==> src/rtl/ireorder_pkg.sv <==
// ireorder_pkg: shared widths, last index and FSM encodings for the inverse re-order sequencer
package ireorder_pkg;
  localparam int CNT_WIDTH = 14;
  localparam int MA_WIDTH = 9;
  localparam int BN_WIDTH = 4;
  localparam logic [CNT_WIDTH-1:0] LAST_IDX = 14'd16383;
  typedef enum logic [1:0] {
    IDLE  = 2'd0,
    RUN   = 2'd1,
    DRAIN = 2'd2
  } state_t;
endpackage

==> src/rtl/ireorder_addr_map.sv <==
// ireorder_addr_map: maps frequency index k to its stored bank, word and sample half
module ireorder_addr_map
  import ireorder_pkg::*;
(
  input  logic [CNT_WIDTH-1:0] k_i,
  output logic [MA_WIDTH-1:0]  ma_o,
  output logic [BN_WIDTH-1:0]  bn_o,
  output logic                 sel_o
);
  logic [CNT_WIDTH-1:0] w_a;
  // radix-16 digit reversal with the radix-4 top digit placed last
  assign w_a = {k_i[3:0], k_i[7:4], k_i[11:8], k_i[13:12]};
  assign ma_o = w_a[13:5];
  assign sel_o = w_a[4];
  // skewed bank sum keeps (bank, word, half) unique for every k
  assign bn_o = k_i[3:0] + k_i[7:4] + k_i[11:8] + {k_i[13:12], 2'b00};
endmodule

==> src/rtl/ireorder_addr_ctrl.sv <==
// ireorder_addr_ctrl: walks k in natural order, issues mapped bank addresses and tracks read return
module ireorder_addr_ctrl
  import ireorder_pkg::*;
#(
  parameter int RD_LAT = 2
) (
  input  logic                 clk,
  input  logic                 rst,
  input  logic                 start_i,
  input  logic                 hold_i,
  output logic                 busy_o,
  output logic                 done_o,
  output logic                 addr_vld_o,
  output logic [MA_WIDTH-1:0]  ma_o,
  output logic [BN_WIDTH-1:0]  bn_o,
  output logic                 sel_o,
  output logic                 rd_vld_o,
  output logic [CNT_WIDTH-1:0] idx_o
);
  state_t r_state;
  logic [CNT_WIDTH-1:0] r_cnt;
  logic [CNT_WIDTH-1:0] r_k;
  logic [RD_LAT-1:0] r_pv;
  logic [RD_LAT-1:0][CNT_WIDTH-1:0] r_pk;
  logic [RD_LAT:0] w_pv;
  logic [RD_LAT:0][CNT_WIDTH-1:0] w_pk;
  logic [MA_WIDTH-1:0] w_ma;
  logic [BN_WIDTH-1:0] w_bn;
  logic w_sel;
  logic w_issue;
  logic w_last;
  ireorder_addr_map u_map (
    .k_i  (r_cnt),
    .ma_o (w_ma),
    .bn_o (w_bn),
    .sel_o(w_sel)
  );
  // stage 0 of the delay line is the issued address itself, the top stage is the read return
  assign w_pv = {r_pv, addr_vld_o};
  assign w_pk = {r_pk, r_k};
  assign rd_vld_o = w_pv[RD_LAT];
  assign idx_o = w_pk[RD_LAT];
  assign w_issue = (r_state == RUN) && !hold_i;
  assign w_last = w_pv[RD_LAT-1] && (w_pk[RD_LAT-1] == LAST_IDX);
  // sequencer: issue one mapped address per un-held RUN cycle, finish when the last read returns
  always_ff @(posedge clk or posedge rst) begin
    if (rst) begin
      r_state <= IDLE;
      r_cnt <= '0;
      r_k <= '0;
      busy_o <= 1'b0;
      done_o <= 1'b0;
      addr_vld_o <= 1'b0;
      ma_o <= '0;
      bn_o <= '0;
      sel_o <= 1'b0;
    end else begin
      addr_vld_o <= w_issue;
      done_o <= 1'b0;
      if (w_issue) begin
        ma_o <= w_ma;
        bn_o <= w_bn;
        sel_o <= w_sel;
        r_k <= r_cnt;
        r_cnt <= r_cnt + 1'b1;
      end
      unique case (r_state)
        IDLE: if (start_i) begin
          r_state <= RUN;
          r_cnt <= '0;
          busy_o <= 1'b1;
        end
        RUN: if (w_issue && r_cnt == LAST_IDX) r_state <= DRAIN;
        DRAIN: if (w_last) begin
          r_state <= IDLE;
          busy_o <= 1'b0;
          done_o <= 1'b1;
        end
        default: r_state <= IDLE;
      endcase
    end
  end
  // read-latency delay line shifts every cycle regardless of state
  always_ff @(posedge clk or posedge rst) begin
    if (rst) begin
      r_pv <= '0;
      r_pk <= '0;
    end else begin
      r_pv <= w_pv[RD_LAT-1:0];
      r_pk <= w_pk[RD_LAT-1:0];
    end
  end
endmodule

==> config.mk <==
export PLATFORM = sky130hd
export DESIGN_NAME = ireorder_addr_ctrl
export DESIGN_NICKNAME = d
export VERILOG_FILES = /design/src/rtl/ireorder_pkg.sv /design/src/rtl/ireorder_addr_map.sv /design/src/rtl/ireorder_addr_ctrl.sv
export SDC_FILE = /design/constraint.sdc
export NUM_CORES = 1
export LEC_CHECK = 0
export BUFFER_PORTS_ARGS = -buffer_cell sky130_fd_sc_hd__buf_4
export CORE_ASPECT_RATIO = 1.2
export CORE_UTILIZATION = 25
export CTS_BUF_LIST = sky130_fd_sc_hd__clkbuf_8
export DETAILED_ROUTE_END_ITERATION = 6
export PLACE_DENSITY = 0.47
export REMOVE_ABC_BUFFERS = 1
export SETUP_SLACK_MARGIN = 0.1
export SLEW_MARGIN = 15
export SYNTH_ARGS = -nofsm -noshare
export SYNTH_HDL_FRONTEND = slang
export SYNTH_SLANG_ARGS = --single-unit
==> constraint.sdc <==
create_clock -name clk -period 2.2 [get_ports clk]
set_input_delay 0.22 -clock clk [delete_from_list [all_inputs] [get_ports clk]]
set_output_delay 0.22 -clock clk [all_outputs]
set_load 0.02 [all_outputs]
## Word level (Yosys, flattened, before mapping)

Index checks and enable logic that the tools add are counted.

- Equal/unequal tests: 7
- Add/subtract/negate cells: 4
- Reductions and logical operators: 8
- Multiplexer cells: 12

Operator list:

| kind | number |
|---|---|
| two-way mux 14 bit | 3 |
| equality test 14 bit (second input constant) | 2 |
| adder 14 x 1 -> 14 bit (second input constant) | 1 |
| adder 4 bit | 3 |
| two-way mux 2 bit | 3 |
| one-hot mux 2 bit (3 select lines) | 1 |
| AND reduction 3 bit | 2 |
| two-way mux 1 bit | 4 |
| inequality test 2 bit (second input constant) | 2 |
| logical AND 1 bit | 3 |
| equality test 2 x 1 -> 1 bit (second input constant) | 1 |
| equality test 2 bit (second input constant) | 1 |
| logical NOT 2 bit | 1 |
| inequality test 2 x 1 -> 1 bit (second input constant) | 1 |
| one-hot mux 1 bit (2 select lines) | 1 |
| nonzero test 2 bit | 1 |
| logical NOT 1 bit | 1 |

- Input port bits: 4
- Logic and storage cells: 43
- Bits in registers: 77
- Output and inout bits: 32

## Longest topological paths before layout

- Depth after elaboration: 5
- Gate-level depth with buffers: 9
- Gate-level depth less buffers: 9

## Cells and area by module

Synthesis repeated with hierarchy kept, for this count alone.

- Cells, all modules: 298
- Area total of the unflattened synthesis: 3236.9 µm²

By module, submodules not included:

| module | cells an instance | area each (µm²) | sequential area each (µm²) | instances |
|---|---|---|---|---|
| ireorder_addr_ctrl | 269 | 2960.3 | 1926.8 | 1 |
| ireorder_addr_map | 29 | 276.5 | 0.0 | 1 |

## Worst setup path before layout

Ideal clock, no wire load.

- Path kind: flip-flop to flip-flop
- Start point: reg r_cnt[2]
- End point: reg bn_o[3]
- Setup time: 136 ps
- Data arrival time: 2236 ps
- Path buffers: 0
- Period minus slack after synthesis: 2372 ps
- Slack: -172 ps
- Data required time: 2064 ps
- Stages on the path, launching flop included: 10
- Cells stage by stage: dfrtp_1 fa_1 inv_1 fa_1 inv_1 ha_1 xor2_1 xnor2_1 xnor2_1 o21ai_0

- Word-level cells in the longest chain between the ends: 3

Ends and longest elaborated chain:

| what | RTL line | text |
|---|---|---|
| from (decl) | ireorder_addr_ctrl.sv:21 | `logic [CNT_WIDTH-1:0] r_cnt;` |
| from (signal assigned) | ireorder_addr_ctrl.sv:65 | `r_cnt <= r_cnt + 1'b1;` |
| adder 4 bit (3 in series) | ireorder_addr_map.sv:16 | `assign bn_o = k_i[3:0] + k_i[7:4] + k_i[11:8] + {k_i[13:12], 2'b00};` |
| to (signal assigned) | ireorder_addr_ctrl.sv:62 | `bn_o <= w_bn;` |
| to (decl) | ireorder_addr_ctrl.sv:15 | `output logic [BN_WIDTH-1:0] bn_o,` |

Every way passes these cells.
A chain may end at the register's enable or synchronous reset.

## Worst setup path in the final report

- Start point: reg r_cnt[10]
- End point: reg bn_o[3]

- Word-level cells in the longest chain between the ends: 2

Ends and longest elaborated chain:

| what | RTL line |
|---|---|
| adder 4 bit (2 in series) | ireorder_addr_map.sv:16 |

Every way passes these cells.

==> results.md <==
* I/O Buffers at 35
* DP Area at 3000 µm²
* Synth warn at 0
* Count of cell types in the netlist at 30
* Crit start category: register
* Nets at 276
* Reg clk slew, reported paths at 0.07 ns
* Vias in the first global route at 1613
* Cell Area, Synth at 2670 µm²
* Largest net degree at the start of global routing at 44
* # H-tree levels at 3
* CTS tree: yes
* Total global-route track usage at 9.97%
* Fmax at 436 MHz
* Routed len/inst at 12.2 µm
* Arr. time, crit path at 2.52 ns
* Max Clock Skew at 0.00965 ns
* Die X at 96.3 µm
* Slew HR at 62.5%
* Final hold vios at 0
* Antenna violations before repair at 0
* Post-CTS setup buffer count at 0
* Outcome: complete, but fails checks
* Final-layout fill cell count at 1066
* Worst min path class: reg2reg
* 1st-pass router iterations at 2
* Mapped Cells at 235
* Worst-Skew Late Latency at 0.33 ns
* Syn Area/Cell at 11.4 µm²
* Async set-reset flop share out of synthesis at 100%
* Unrepaired setup endpoints after global routing: true
* First-pass GRT wire length at 8020 µm
* Hold Path Stages at 0
* Primary FF master, synth: dfrtp_1
* EDFF count, synth at 0
* Max Root-Sink Buffers at 2
* Drt via density at 4.07
* Final setup margin at -0.0924 ns
* Dpl ws at -0.176 ns
* Placer Congestion at 0.764
* Final Instance Area at 3180 µm²
* Root Buffer: clkbuf_8
* Power Density at 1010 nW/µm²
* Sequential area share after synthesis at 62.8%
* Total CTS buffers at 9
* Crit-path max FO at 2
* Worst slew pin tran at 0.562 ns
* Total Die Area at 11100 µm²
* Setup CP Type: reg2reg
* Reg2Reg Depth at 9
* Final setup vio count at 1
* Min Tclk post-route at 2.29 ns
* Tcrit/Tclk final at 104%
* Routed wire length at 4840 µm
* Boundary pin count at 36
* Post-DP HPWL at 3490 µm
* Core area at 10200 µm²
* CTS Sinks at 67
* Failing checks: setup timing
* Area Overhead vs Synth at 19.0%
* Die Y at 115 µm
* Overflow after GRT at 0
* Max Cap Violations at 0
* Critical Path End Type: register
* DR vias at 1609
* Fraction of layout cells with a size suffix above 1 at 24.5%
* DRT antenna net count at 0
* Internal reg-to-reg setup slack at -0.09 ns
* Setup TNS Final at -0.0924 ns
* Iter 0 DRT Violations at 105
* Antenna diode count at 0
* Rows at 40
* Starting Density at 26.2%
* Peak supply drop at 0.000275 V
* DRC at 0
* CP required at 2.42 ns
* Pleak at 0.00160 µW
* Slew Viols, Final at 0
* Flop and latch count out of synthesis at 67
* Total power draw at 3220 µW
power breakdown:
group | total [µW] | switching, µW | internal (µW)
logic | 779 | 461 | 318
clock network | 843 | 424 | 419
registers | 1600 | 145 | 1450
layout by cell type (no fill, tap or decap), types with 2 or more instances in the layout:
| cell type | instances |
|---|---|
| a211o_1 | 2 |
| a21oi_1 | 5 |
| and3_1 | 3 |
| buf_4 | 46 |
| clkbuf_8 | 10 |
| clkinv_2 | 3 |
| dfrtp_1 | 67 |
| fa_1 | 4 |
| ha_1 | 2 |
| inv_1 | 13 |
| nand2_1 | 49 |
| nand3_1 | 5 |
| nand4_1 | 7 |
| nor2_1 | 10 |
| nor3_1 | 2 |
| nor4_1 | 2 |
| o21ai_0 | 9 |
| or3_1 | 3 |
| xnor2_1 | 6 |
| xor2_1 | 7 |
sequential cells by signal (all words and copies together), names as in the netlist:
name / flops
idx_o: 14
done_o: 1
ma_o: 8
busy_o: 1
r_pv: 2
bn_o: 4
r_k: 6
addr_vld_o: 1
r_state: 2
r_pk: 14
r_cnt: 14
worst paths after layout:
check / startpoint / endpoint
min: r_pk[3] / idx_o[3]
min in group asynchronous: rst / r_cnt[3]
max: r_cnt[10] / bn_o[3]
max reg2reg: r_cnt[10] / bn_o[3]
min reg2reg: r_pk[3] / idx_o[3]
max in group asynchronous: rst / idx_o[12]
metrics by stage:
step,hold slack (ns),cells,utilization [%]
floorplan,0.353,206,-
global placement,0.304,379,29.4
detailed placement,0.315,379,29.4
CTS,0.376,395,31.1
global route,0.388,395,31.1
finish,0.371,395,31.1
area by class of cell:
class                      instances  area, µm²  share of cell area (%)
inverter                          13       52.6                    1.65
sequential                        67       1680                    52.8
clock inverter                     5       22.5                   0.709
tap                              126        158                    4.96
timing repair buffer              48        375                    11.8
clock buffer                      10        138                    4.33
multi-input combinational        126        756                    23.8
synthesized netlist by cell type, drive strengths merged, types with 2 or more instances:
cell type / instances / area (µm²)
a21oi: 5 / 25.0
xor2: 7 / 61.3
clkbuf: 4 / 15.0
xnor2: 6 / 52.6
buf: 25 / 181
fa: 4 / 80.1
inv: 12 / 45.0
ha: 3 / 37.5
o21ai: 10 / 50.1
nand4: 7 / 43.8
nor2: 10 / 37.5
nand3: 5 / 25.0
nand2: 49 / 184
a211o: 2 / 17.5
nor4: 2 / 12.5
nor3: 2 / 10.0
and3: 3 / 18.8
or3: 3 / 18.8
dfrtp: 67 / 1680
kinds of logic after synthesis:
family / count (synthesis) / share of synthesized area (%)
fa+ha+maj: 7 / 4.41
simple gates: 85 / 14.6
mux: 1 / 0.422
buf+inv: 42 / 9.18
flops: 67 / 62.8
compound gates: 20 / 4.36
xor+xnor: 13 / 4.26
critical path, stage by stage, from the launching register on:
cell     delay, ns
dfrtp_1       0.40
fa_1          0.54
inv_1         0.05
fa_1          0.47
inv_1         0.04
ha_2          0.17
xor2_1        0.14
xnor2_1       0.16
xnor2_1       0.13
o21ai_1       0.08
timing repair:
item | CTS | global route
hold endpoints to repair | 24 | 0
gates resized for setup | 2 | 1
endpoints found under the setup margin | 1 | 8
pin swaps | 5 | 0
hold buffers | 1 | 0
metal layers:
metal | track usage (%) | up-vias | routed length [µm]
li1 | - | 802 | -
met1 | 11.6 | 768 | 2070
met2 | 16.1 | 32 | 2440
met3 | 3.84 | 7 | 254
met4 | 4.71 | 0 | 74
met5 | 0 | - | 0
No activity file was read; power rests on OpenSTA's default activity.
